File: config.mk
export PLATFORM = sky130hd
export DESIGN_NAME = t10_tick_gen
export DESIGN_NICKNAME = d
export VERILOG_FILES = /design/src/rtl/t10_tick_pkg.sv /design/src/rtl/t10_tick_channel.sv /design/src/rtl/t10_tick_gen.sv
export SDC_FILE = /design/constraint.sdc
export NUM_CORES = 1
export LEC_CHECK = 0
export ABC_AREA = 0
export CORE_ASPECT_RATIO = 1.5
export CORE_UTILIZATION = 28
export DETAILED_ROUTE_END_ITERATION = 12
export GPL_TIMING_DRIVEN = 0
export PLACE_DENSITY = 0.54
export SYNTH_ARGS = -nofsm -noshare
export SYNTH_HDL_FRONTEND = slang
export SYNTH_HIERARCHICAL = 1
export SYNTH_SLANG_ARGS = --single-unit
export TNS_END_PERCENT = 30
File: constraint.sdc
create_clock -name clk -period 2.35 [get_ports clk]
set_input_delay 0.47 -clock clk [delete_from_list [all_inputs] [get_ports clk]]
set_output_delay 0.47 -clock clk [all_outputs]
set_load 0.02 [all_outputs]
File: src/rtl/t10_tick_pkg.sv
// Shared types and default widths for the multi-channel tick generator.
package t10_tick_pkg;

  typedef enum logic {
    TICK_PERIODIC = 1'b0,
    TICK_ONESHOT  = 1'b1
  } tick_mode_t;

  localparam int unsigned TICK_NCH = 4;
  localparam int unsigned TICK_W   = 17;
  localparam int unsigned TICK_PW  = 8;

endpackage

File: src/rtl/t10_tick_channel.sv
// One tick channel: counter with shadowed period reload, periodic/one-shot mode,
// start/stop control and a registered one-cycle tick at each wrap.
module t10_tick_channel
  import t10_tick_pkg::*;
#(
  parameter int unsigned W = TICK_W
) (
  input  logic         clk,
  input  logic         nRst,
  input  logic         step,
  input  logic         start,
  input  logic         stop,
  input  logic         cfg_we_i,
  input  logic [W-1:0] cfg_period,
  input  tick_mode_t   cfg_mode,
  output logic         tick,
  output logic         running,
  output logic         done
);

  logic [W-1:0] count;
  logic [W-1:0] shadow_period;
  logic [W-1:0] active_period;
  tick_mode_t   mode;

  // NOTE: all state uses non-blocking assignments, so later assignments in this
  // block override earlier ones cleanly and every read sees pre-edge values.
  always_ff @(posedge clk or negedge nRst) begin
    if (!nRst) begin
      count         <= '0;
      shadow_period <= '0;
      active_period <= '0;
      mode          <= TICK_PERIODIC;
      tick          <= 1'b0;
      running       <= 1'b0;
      done          <= 1'b0;
    end else begin
      tick <= 1'b0;

      // An idle channel takes the new period at once; a running one waits for its wrap.
      if (cfg_we_i) begin
        shadow_period <= cfg_period;
        mode          <= cfg_mode;
        if (!running) active_period <= cfg_period;
      end

      if (stop) begin
        running <= 1'b0;
        count   <= '0;
      end else if (start) begin
        count         <= '0;
        running       <= 1'b1;
        done          <= 1'b0;
        active_period <= cfg_we_i ? cfg_period : shadow_period;
      end else if (running && step) begin
        if (count == active_period) begin
          count         <= '0;
          tick          <= 1'b1;
          active_period <= shadow_period;
          if (mode == TICK_ONESHOT) begin
            running <= 1'b0;
            done    <= 1'b1;
          end
        end else begin
          count <= count + 1'b1;
        end
      end
    end
  end

endmodule

File: src/rtl/t10_tick_gen.sv
// Multi-channel tick generator: one shared prescaler stepping NCH independent
// channel counters, with per-channel configuration addressed by cfg_ch.
module t10_tick_gen
  import t10_tick_pkg::*;
#(
  parameter  int unsigned NCH = TICK_NCH,
  parameter  int unsigned W   = TICK_W,
  parameter  int unsigned PW  = TICK_PW,
  localparam int unsigned CW  = (NCH > 1) ? $clog2(NCH) : 1
) (
  input  logic           clk,
  input  logic           nRst,
  input  logic [PW-1:0]  prescale_max,
  input  logic           cfg_we,
  input  logic [CW-1:0]  cfg_ch,
  input  logic [W-1:0]   cfg_period,
  input  logic           cfg_mode,
  input  logic [NCH-1:0] start,
  input  logic [NCH-1:0] stop,
  output logic [NCH-1:0] tick,
  output logic [NCH-1:0] running,
  output logic [NCH-1:0] done
);

  logic [PW-1:0] pre_cnt;
  logic          running_any;
  logic          step;

  assign running_any = |running;
  assign step        = running_any && (pre_cnt == prescale_max);

  // Lowering prescale_max below pre_cnt lets the counter run on and wrap at 2^PW.
  always_ff @(posedge clk or negedge nRst) begin
    if (!nRst) begin
      pre_cnt <= '0;
    end else if (!running_any || step) begin
      pre_cnt <= '0;
    end else begin
      pre_cnt <= pre_cnt + 1'b1;
    end
  end

  for (genvar i = 0; i < NCH; i++) begin : g_ch
    logic ch_we;

    // Out-of-range cfg_ch values match no channel, so such writes are dropped.
    assign ch_we = cfg_we && (cfg_ch == CW'(i));

    t10_tick_channel #(.W(W)) u_ch (
      .clk        (clk),
      .nRst       (nRst),
      .step       (step),
      .start      (start[i]),
      .stop       (stop[i]),
      .cfg_we_i   (ch_we),
      .cfg_period (cfg_period),
      .cfg_mode   (tick_mode_t'(cfg_mode)),
      .tick       (tick[i]),
      .running    (running[i]),
      .done       (done[i])
    );
  end

endmodule
# Yosys cells after proc, flatten, opt, wreduce, memory -nomap -nowiden
# Cells that the tools add are included.
# classes
addsub	5
bitwise_logic	4
reduce_logical	45
eq_ne	8
n_mux	97
# ops
operator	count
2-to-1 mux 17 bit	44
adder 17 x 1 -> 17 bit, second input constant	4
equality test 17 bit	4
2-to-1 mux 1 bit	52
nonzero test 3 bit	12
nonzero test 2 bit	12
AND reduction 4 bit	4
AND reduction 3 bit	4
logical AND 1 bit	9
adder 8 x 1 -> 8 bit, second input constant	1
equality test 8 bit	1
2-to-1 mux 8 bit	1
equality test 2 bit, second input constant	2
inverter 1 bit	4
OR reduction 4 bit	1
equality test 2 x 1 -> 1 bit, second input constant	1
zero test 2 bit	1
zero test 1 bit	1
logical OR 1 bit	1
# totals
regBits	228
in_bits	39
wordCells	188
out_inout_bits	12

# Depth between registers and ports, before layout
# logic_depth
ltp_word	7
depth_mapped	10
depth_no_buf	9

# Cells and area by module
# The synthesis kept the hierarchy.
# by_module_without_submodules
module	area_each_um2	n_inst	cells_each	seq_area_each_um2
t10_tick_channel	3123.0	4	303	1376.3
t10_tick_gen	486.7	1	51	200.2

# Worst setup path after synthesis
# No wires, ideal clock.
# synth_timing
path_kind	input to register
startpoint	input port prescale_max[5]
endpoint	register g_ch[0].u_ch.active_period[10]
n_path_buf	2
slack_ns	0.007
setup_time_ns	0.083
arrival_ns	2.260
required_ns	2.267
stages	9
cell_sequence	xor2_1 > nor2_1 > nand4_1 > nor2_1 > nor4bb_1 > clkbuf_1 > clkbuf_1 > a41oi_1 > o21ai_0
# synth_via
elab_chain_len	6
# synth_rtl
element	line_no	source
start: declaration	t10_tick_gen.sv:13	input logic [PW-1:0] prescale_max,
equality test 8 bit	t10_tick_gen.sv:30	assign step = running_any && (pre_cnt == prescale_max);
logical AND 1 bit	t10_tick_gen.sv:30	
net step	t10_tick_gen.sv:27	logic step;
logical AND 1 bit	t10_tick_channel.sv:55	end else if (running && step) begin
2-to-1 mux 17 bit	t10_tick_channel.sv:55	
2-to-1 mux 17 bit	t10_tick_channel.sv:50	end else if (start) begin
2-to-1 mux 17 bit	t10_tick_channel.sv:47	if (stop) begin
end signal: assignment	t10_tick_channel.sv:44	if (!running) active_period <= cfg_period;
end signal: assignment	t10_tick_channel.sv:54	active_period <= cfg_we_i ? cfg_period : shadow_period;
end signal: assignment	t10_tick_channel.sv:59	active_period <= shadow_period;
end: declaration	t10_tick_channel.sv:23	logic [W-1:0] active_period;
# The timed path passes the listed nets, and every way through them passes these cells.
# A chain may end at the register's enable or synchronous reset.

# Worst setup path after layout
# layout_timing
startpoint	register g_ch[2].u_ch.running
endpoint	register g_ch[1].u_ch.count[8]
# layout_via
elab_chain_len	4
# layout_rtl
element	line_no	source
start: declaration	t10_tick_channel.sv:17	output logic running,
start signal: assignment	t10_tick_channel.sv:35	running <= 1'b0;
start signal: assignment	t10_tick_channel.sv:48	running <= 1'b0;
start signal: assignment	t10_tick_channel.sv:52	running <= 1'b1;
OR reduction 4 bit	t10_tick_gen.sv:29	assign running_any = |running;
logical AND 1 bit	t10_tick_gen.sv:30	
net step	t10_tick_gen.sv:27	
logical AND 1 bit	t10_tick_channel.sv:55	
nonzero test 3 bit (no source line)	n/a	
end signal: assignment	t10_tick_channel.sv:65	count <= count + 1'b1;
end: declaration	t10_tick_channel.sv:21	logic [W-1:0] count;
# The timed path passes the listed nets, and every way through them passes these cells.

==> results.cfg <==
[critical_path]
r2r_end = g_ch[1].u_ch/count[8]$_DFFE_PN0P_
crit_path_start_kind = flip-flop
ff2ff_setup_slack_ps = 30
critPathMaxFanout = 9
endpoint_kind = flip-flop
critPathArrivalTime_ps = 2750
cp_data_required_time_ps = 2790
reg2reg_depth = 9
crit_type = flip-flop to flip-flop
r2r-start = g_ch[2].u_ch/running$_DFFE_PN0P_

[sta]
final-max-slew-violation-count = 0
min_period_ps = 2320
worstMarginPinSlew_ps = 639
setup_tns_ps = 0
slew_headroom_pct = 57.3
clock_skew_ps = 21.9
finalHoldViolCount = 0
finalSetupViolCount = 0
fin_crit_sh_pct = 98.7
fmax_ghz = 0.431
rsz0062_at_grt = yes

[layout]
drive_gt1_share_pct = 24.3
num_antenna_cells = 0
fin_nets = 1408
area_growth_pct = 20.2

[power_and_ir_drop]
clock_power_share_pct = 39.1
ir_drop_mv = 0.541
pwr-share-comb_pct = 18.4
leakagePower_nw = 5.90
p_sw_mw = 3.33
pwr-share-seq_pct = 42.5
p_int_mw = 8.20
power_density_mw_per_mm2 = 739
switching_share_pct = 28.9
finalPower_mw = 11.5

[outcome]
status = finished clean

[clock_tree]
cts_tree = done
clock-sinks = 228
cts_buffers = 26
clk_latency_ps = 550
htree_levels = 1
clk_pin_slew_ps = 60
cts_buffer_depth = 3
clockRootBuffer = clkbuf_16

[drt]
drc = 0
drtIter0Drc = 403
drt-pass1-iter-count = 5
routed_wl_um = 36900
wl_per_cell_um = 18.7
antenna_left = 0
via_per_inst = 4.98
num_vias = 9813

[yosys]
ys_ff_latch = 228
synthFlopType = dfrtp_1
synthTopCellsByCount = dfrtp_1, o21ai_0, nand2_1
synth_top_area_cell = dfrtp_1
syn_area_mm2 = 0.0130
synthTopCellsByArea = dfrtp_1, mux2_2, xnor2_1
synth_edf_count = 0
syn_nets = 1307
yosys_warnings = 6
synthCells = 1263
async_flop_share_pct = 100
avgSynthCellArea_um2 = 10.3
ys_seq_area_share_pct = 44.0
synth_top_area_share_pct = 44.0
synth.distinct_cells = 45
synth_most_common_cell = dfrtp_1

[job]
cap_violations = 0

[floorplanning]
dieArea_mm2 = 0.0472
die_w_um = 178
start_util_pct = 28.4
die_h_um = 266
rows = 96
ioPinCount = 51
core-area_mm2 = 0.0458

[placement]
gp_congestion = 0.821
port_buffers = 50
hpwl_um = 26200

[worst_hold_path]
min-delay-path-class = primary input to async pin

[grt]
grt_pass1_vias = 10300
antenna_found_initial = 0
grt_pass1_wl_um = 58900
grt_max_degree = 114
grt.total_usage_pct = 15.9
grt_overflow = 0
what timing repair did:
action | in CTS | in global routing
buffers inserted | 8 | 10
hold buffers | 1 | 0
setup endpoints to repair | 148 | 107
pin swaps | 6 | 11
resized for setup | 36 | 27
endpoints found under the hold margin | 28 | 0
cloned | 0 | 2
worst max-delay path, cell delays in order (launching register included):
cell and delay [ps]:
dfrtp_2 480, nor4_4 440, nor2_4 80, buf_12 160
buf_4 160, a211o_4 360, and3_4 220, nand4_1 100
xor2_1 170, nor2_2 40
metrics by stage:
step	utilization (%)	instances	worst slack (ps)	hold slack (ps)	instance area, um^2
final	34.1	1972	31.6	359	15600
after CTS	33.7	1960	-3.82	339	15400
after global routing	34.1	1972	-85.5	367	15600
after global placement	31.1	1901	-9700	479	14200
after detailed placement	31.2	1903	-1730	341	14300
after floorplan	-	1263	7.48	174	13000
power by group through the flow:
stage                     clock [mW]  sequential [mW]  combinational (mW)
after floorplan                    0             4.81                1.50
after global routing            4.80             4.97                2.36
after global placement             0             4.96                2.00
after CTS                       4.67             4.90                2.08
final                           4.51             4.90                2.12
after detailed placement           0             4.97                2.05
per-layer routing:
layer,wire length (um),up-vias,GRT usage (%)
li1,-,4741,-
met4,1530,0,7.39
met5,0,-,0
met2,19300,153,28.7
met3,1140,66,1.92
met1,14900,4853,18.4
logic make-up after synthesis:
family | synth area share, %
fa+ha+maj | 0.482
simple gates | 18.2
flops | 44.0
compound gates | 12.5
buf+inv | 3.65
xor+xnor | 9.31
mux | 11.8
registers in the layout (all words and copies together), names as in the netlist:
name	count
g_ch.u_ch/active_period	68
g_ch.u_ch/count	68
g_ch.u_ch/tick	4
g_ch.u_ch/running	4
g_ch.u_ch/mode	4
g_ch.u_ch/done	4
g_ch.u_ch/shadow_period	68
pre_cnt	8
layout by cell type (no fill, tap or decap), types with 39 or more instances in the layout:
cell type / count
o21ai_0: 116
nand3_1: 39
nor2_2: 39
a41oi_1: 44
dfrtp_1: 222
mux2_2: 76
nor2_1: 42
clkdlybuf4s50_1: 49
xor2_1: 42
nand2_1: 113
xnor2_1: 94
or2_2: 44
mux2i_1: 68
worst max path at each step:
stage                                          start                                        to  slack [ps]  cells past startpoint
finish              g_ch[2].u_ch/running$_DFFE_PN0P_         g_ch[1].u_ch/count[8]$_DFFE_PN0P_          30                      9
global placement                                nRst         g_ch[2].u_ch/count[2]$_DFFE_PN0P_       -9700                      1
CTS                             pre_cnt[6]$_DFF_PN0_  g_ch[1].u_ch/active_period[10]$_DFF_PN0_          -4                     11
detailed placement                   prescale_max[3]               g_ch[2].u_ch/tick$_DFF_PN0_       -1730                      9
floorplan                            prescale_max[5]  g_ch[0].u_ch/active_period[10]$_DFF_PN0_           7                      9
global route                    pre_cnt[1]$_DFF_PN0_  g_ch[2].u_ch/active_period[10]$_DFF_PN0_         -90                     11
cell type report:
cell class	count	area (um^2)
fill	4560	30200
multi-input combinational	954	6940
clock inverter	17	233
clock buffer	31	711
inverter	13	48.8
tap	588	736
timing repair buffer	73	728
sequential	228	5710
buffer	68	489
Note: power is estimated with default switching activity, not from simulation.
